### src/rtl/conv_encoder.sv
// Rate-1/2 feed-forward convolutional encoder, one symbol per accepted bit, one register stage.
// Optional zero-tail frame termination is built when CONV_ENC_TAIL_EN is defined.
module conv_encoder #(
   parameter int             K  = 3,
   parameter logic [K-1:0]   G0 = 3'o7,
   parameter logic [K-1:0]   G1 = 3'o5
) (
   input  logic       i_clk,
   input  logic       i_rst,
   input  logic       i_in_valid,
   output logic       o_in_ready,
   input  logic       i_in_bit,
   input  logic       i_in_last,
   output logic       o_out_valid,
   input  logic       i_out_ready,
   output logic [1:0] o_out_sym,
   output logic       o_out_last
);

   logic [K-2:0] r_sr;
   logic         r_out_valid;
   logic [1:0]   r_out_sym;
   logic         r_out_last;

   logic         w_free;
   logic         w_in_ready;
   logic         w_xfer;
   logic         w_u;
   logic [K-1:0] w_win;
   logic         w_p0;
   logic         w_p1;

   // Output slot is free when empty or being drained this cycle.
   assign w_free = !r_out_valid || i_out_ready;
   assign w_xfer = i_in_valid && w_in_ready;
   assign w_u    = w_xfer & i_in_bit;
   assign w_win  = {w_u, r_sr};
   assign w_p0   = ^(w_win & G0);
   assign w_p1   = ^(w_win & G1);

`ifdef CONV_ENC_TAIL_EN
   localparam int TCW = $clog2(K);

   typedef enum logic {S_DATA, S_TAIL} state_t;

   state_t         r_state;
   logic [TCW-1:0] r_tc;
   logic           w_step;

   assign w_in_ready = (r_state == S_DATA) && w_free;
   assign w_step     = w_xfer || ((r_state == S_TAIL) && w_free);

   always_ff @(posedge i_clk) begin
      if (i_rst) begin
         r_state     <= S_DATA;
         r_tc        <= '0;
         r_sr        <= '0;
         r_out_valid <= 1'b0;
         r_out_sym   <= 2'b00;
         r_out_last  <= 1'b0;
      end else if (w_step) begin
         r_sr        <= w_win[K-1:1];
         r_out_sym   <= {w_p0, w_p1};
         r_out_valid <= 1'b1;
         if (r_state == S_DATA) begin
            r_out_last <= 1'b0;
            if (i_in_last) begin
               r_state <= S_TAIL;
               r_tc    <= TCW'(K-1);
            end
         end else begin
            // Tail bits flush the history so the decoder ends in state 0.
            r_tc       <= r_tc - TCW'(1);
            r_out_last <= (r_tc == TCW'(1));
            if (r_tc == TCW'(1))
               r_state <= S_DATA;
         end
      end else if (i_out_ready) begin
         r_out_valid <= 1'b0;
      end
   end
`else
   assign w_in_ready = w_free;

   always_ff @(posedge i_clk) begin
      if (i_rst) begin
         r_sr        <= '0;
         r_out_valid <= 1'b0;
         r_out_sym   <= 2'b00;
         r_out_last  <= 1'b0;
      end else if (w_xfer) begin
         // Truncated trellis: history restarts from zero at each frame boundary.
         r_sr        <= i_in_last ? '0 : w_win[K-1:1];
         r_out_sym   <= {w_p0, w_p1};
         r_out_last  <= i_in_last;
         r_out_valid <= 1'b1;
      end else if (i_out_ready) begin
         r_out_valid <= 1'b0;
      end
   end
`endif

   assign o_in_ready  = w_in_ready;
   assign o_out_valid = r_out_valid;
   assign o_out_sym   = r_out_sym;
   assign o_out_last  = r_out_last;

endmodule

### config.mk
export PLATFORM = sky130hd
export DESIGN_NAME = conv_encoder
export DESIGN_NICKNAME = d
export VERILOG_FILES = /design/src/rtl/conv_encoder.sv
export SDC_FILE = /design/constraint.sdc
export NUM_CORES = 1
export LEC_CHECK = 0
export CORE_AREA = 2 2 39 41
export CTS_CLUSTER_DIAMETER = 120
export DETAILED_ROUTE_END_ITERATION = 8
export DIE_AREA = 0 0 41 43
export HOLD_SLACK_MARGIN = 0.06
export PLACE_DENSITY = 0.53
export SLEW_MARGIN = 30
export SYNTH_ARGS = -nofsm -noshare
export SYNTH_HDL_FRONTEND = slang
export SYNTH_SLANG_ARGS = --single-unit
### constraint.sdc
create_clock -name i_clk -period 1.1 [get_ports i_clk]
set_clock_uncertainty 0.05 [all_clocks]
set_input_delay 0.11 -clock i_clk [delete_from_list [all_inputs] [get_ports i_clk]]
set_output_delay 0.11 -clock i_clk [all_outputs]
set_load 0.005 [all_outputs]
---- Yosys cells after proc, flatten, opt, wreduce, memory -nomap -nowiden ----
Cells that the tools add are included.
operators by class
  muxes and demuxes ....................... 3
  bitwise logic cells ..................... 1
  reductions and logical operators ........ 6
operator list
  kind                 number
  XOR reduction 3 bit  2
  2-to-1 mux 1 bit     2
  2-to-1 mux 2 bit     1
  nonzero test 2 bit   1
  bitwise AND 1 bit    1
  logical AND 1 bit    1
  logical NOT 1 bit    1
  logical OR 1 bit     1
storage, ports and cells
  output and inout port bits .............. 5
  register bits ........................... 6
  word-level logic and storage cells ...... 14

---- Logic depth before layout (Yosys ltp) ----
  depth in word-level cells ............... 5
  mapped depth ............................ 4

---- Least setup slack after synthesis ----
No wires, ideal clock.
  kind .................................... reg2reg
  start point ............................. reg r_out_valid (netlist: o_out_valid)
  end point ............................... reg r_out_sym[0] (netlist: o_out_sym[0])
  setup slack ............................. 0.129 ns
  stages on the path, launching flop included .. 5
  arrival time ............................ 0.790 ns
  required time ........................... 0.919 ns
  buffers on the path ..................... 0
  path through ............................ dfxtp_1 -> nor2b_4 -> inv_4 -> a21oi_1 -> a311oi_1
on the way
  cells in the longest elaborated chain, start to end .. 5
RTL lines
  what                      line  RTL
  start: declaration        21    logic r_out_valid;
  start signal: assignment  88    r_out_valid <= 1'b0;
  start signal: assignment  96    r_out_valid <= 1'b1;
  start signal: assignment  98    r_out_valid <= 1'b0;
  logical NOT 1 bit (*)     34    assign w_free = !r_out_valid || i_out_ready;
  logical OR 1 bit (*)      34
  named net o_in_ready      11    output logic o_in_ready,
  logical AND 1 bit (*)     35    assign w_xfer = i_in_valid && w_in_ready;
  bitwise AND 1 bit         36    assign w_u = w_xfer & i_in_bit;
  XOR reduction 3 bit       39    assign w_p1 = ^(w_win & G1);
  end signal: assignment    94    r_out_sym <= {w_p0, w_p1};
  end: declaration          22    logic [1:0] r_out_sym;
The timed path passes the listed nets; every way through them passes the cells marked *.
A chain may end at the register's enable or synchronous reset.

---- Worst setup path after layout ----
  start point ............................. reg r_out_valid (netlist: o_out_valid)
  end point ............................... reg r_out_sym[0] (netlist: o_out_sym[0])
on the way
  cells in the longest elaborated chain, start to end .. 5
RTL lines
  what                   line
  logical NOT 1 bit (*)  34
  logical OR 1 bit (*)   34
  logical AND 1 bit (*)  35
  bitwise AND 1 bit      36
  XOR reduction 3 bit    39
Mark *: on every way between the ends. The rest lies on a longest branch, timed or not.

==> impl_metrics.tcl <==
set metrics [dict create \
    finalWirelength_um 593 \
    slew_headroom 0.8480 \
    power.density_nw_per_um2 1228 \
    grt_use_total 0.08927 \
    synth-seq-cells 6 \
    hold_viol_final 0 \
    drive_gt1_frac 0.3256 \
    hold_start "o_out_last" \
    rows 14 \
    yosysUniqueCellTypes 14 \
    path_max_fanout 6 \
    finalWeightedCongestion 0.6798 \
    syn2layout_area_growth_pct 65.87 \
    syn_inst 26 \
    status "completed" \
    antenna_cells 0 \
    fp.coreArea_um2 1384 \
    grt_pass1_vias 255 \
    crit_path_max_incr_delay_ps 310 \
    yosys.area_share.simple 0.1635 \
    synthAdderAreaFrac 0 \
    slowest_stage "dfxtp_2" \
    port_buffers 10 \
    pre_cts_ws_ps -270.0 \
    final_core_util 0.3119 \
    setup_viol 0 \
    cts_tree "done" \
    cts_buffers 3 \
    max-vdd-ir-drop_uv 516.6 \
    maxCapViolCount 0 \
    period_share 0.9322 \
    drt_first_iter_violations 0 \
    clk_path_buf_depth 2 \
    drcViolationCount 0 \
    r2r-start "o_out_valid" \
    synth_area_um2 260.3 \
    worstSetupEndpointType "register" \
    ys_warn_count 0 \
    antenna_found_initial 0 \
    layout_common_cells "5 x a21oi_1, 5 x clkdlybuf4s50_1, 5 x dfxtp_1" \
    initial_core_util 0.1881 \
    dp.cells 56 \
    path_clk_slew_ps 50 \
    drv_slew 0 \
    via_per_inst 4.339 \
    path_class "register to register" \
    die-height_um 43 \
    hp-class "register to register" \
    worstSetupStartpoint "o_out_valid" \
    die_width_um 41 \
    post-cts-setup-buffers 0 \
    hpwl_um 469.5 \
    dr.pass1.iters 1 \
    syn_nets 32 \
    dieArea_um2 1763 \
    ys_seq_area_frac 0.4615 \
    p_leak_nw 0.1829 \
    critPathLaunchType "register" \
    vias 256 \
    synth.avg_cell_area_um2 10.01 \
    rsz0062_at_grt "no" \
    cts.sinks 6 \
    max_freq_mhz 975.3 \
    fin_ws_ps 74.63 \
    min_period_ps 1025 \
    wl_per_cell_um 10.05 \
    synth_compound_area_frac 0.2692 \
    hold_buffers 0 \
    synthMuxAreaShare 0 \
    final-instance-count-excl-fill 59 \
    synth_top_family_by_area "compound AO/OA/AOI/OAI gates" \
    insertion_delay_ps 240 \
    ant_nets 0 \
    overflow 0 \
    arrival_ps 1130 \
    required_ps 1200 \
    grt_pass1_wl_mm 1.021 \
    crit_path_cell_trace "nor2b_4, inv_4, buf_4, a21oi_1, a311oi_1" \
    tightest_slew_ps 225.6 \
    io_pins 11 \
    ctsResizeCount 7 \
    final_nets 51 \
    synthXorXnorAreaFrac 0.06731 \
    grt_start_max_net_pins 7 \
    htreeDepth 1 \
    cts_root_buf "clkbuf_4" \
]
==> cells by family after synthesis <==
group                  Yosys count
AO/OA/AOI/OAI                   11
AND/OR/NAND/NOR                  5
buffers and inverters            2
flip-flops                       6
XOR/XNOR                         2
==> worst max-delay path: cells and delay by family (launching register included) <==
kind,cells,cell delay (ps)
AOI/OAI and AO/OA,2,280
buffers and inverters,2,170
DFF,1,310
and+or+nand+nor,1,130
==> per-layer routing <==
layer | up-vias | share of wire | track usage
met3 | 0 | 0.066 | 0.06806
met2 | 4 | 0.52 | 0.1313
met4 | 0 | 0 | 0.04000
met5 | - | 0 | 0
met1 | 121 | 0.42 | 0.08974
li1 | 131 | - | -
==> worst paths after layout <==
path                        to  slack [ps]  depth (start not counted)
setup / recovery  o_out_sym[0]          70                          5
hold / removal      o_out_last         420                          2
setup reg to reg  o_out_sym[0]          70                          5
hold reg to reg     o_out_last         420                          2
==> cell type report <==
| cell class | instances | area [um^2] |
|---|---|---|
| timing repair buffer | 14 | 120.1 |
| inverter | 2 | 10.01 |
| multi-input combinational | 18 | 137.6 |
| sequential | 6 | 121.4 |
| tap | 16 | 20.02 |
| fill | 153 | 952.2 |
| clock buffer | 3 | 22.52 |
==> power breakdown <==
part           total [W]  internal (W)  switching, W
sequential      0.000236      0.000231    0.00000531
combinational  0.0000920     0.0000536     0.0000384
clock           0.000202      0.000123     0.0000787
total           0.000530      0.000408      0.000122
==> flip-flops by register name, summed over array words and instances, names as in the netlist <==
signal	cells
o_out_sym	2
r_sr	2
o_out_last	1
o_out_valid	1
==> synth_stat cells <==
cell	count	area, um^2
inv_4	1	6.260
dfxtp_1	6	120.1
nand4b_1	2	17.52
nor2b_1	1	6.260
xnor2_1	1	8.760
o21ai_1	3	15.01
xor2_1	1	8.760
o41ai_2	1	16.27
a311oi_1	1	8.760
o21ai_0	1	5.000
nor2b_4	1	13.76
a21oi_1	5	25.02
nand3_1	1	5.000
inv_2	1	3.750
==> per-stage QoR <==
step / cell area, um^2 / hold slack (ps) / setup TNS, ps / total power [W]
5_1_grt: 431.7 / 455.6 / 0 / 0.0005704
3_3_place_gp: 410.4 / 413.5 / -999.7 / 0.0003394
2_1_floorplan: 260.3 / 129.1 / 0 / 0.0002740
6_report: 431.7 / 422.3 / 0 / 0.0005301
3_5_place_dp: 410.4 / 422.7 / -1036 / 0.0003392
4_1_cts: 429.2 / 417.3 / -30.20 / 0.0005445
Note: power is estimated with default switching activity, not from simulation.
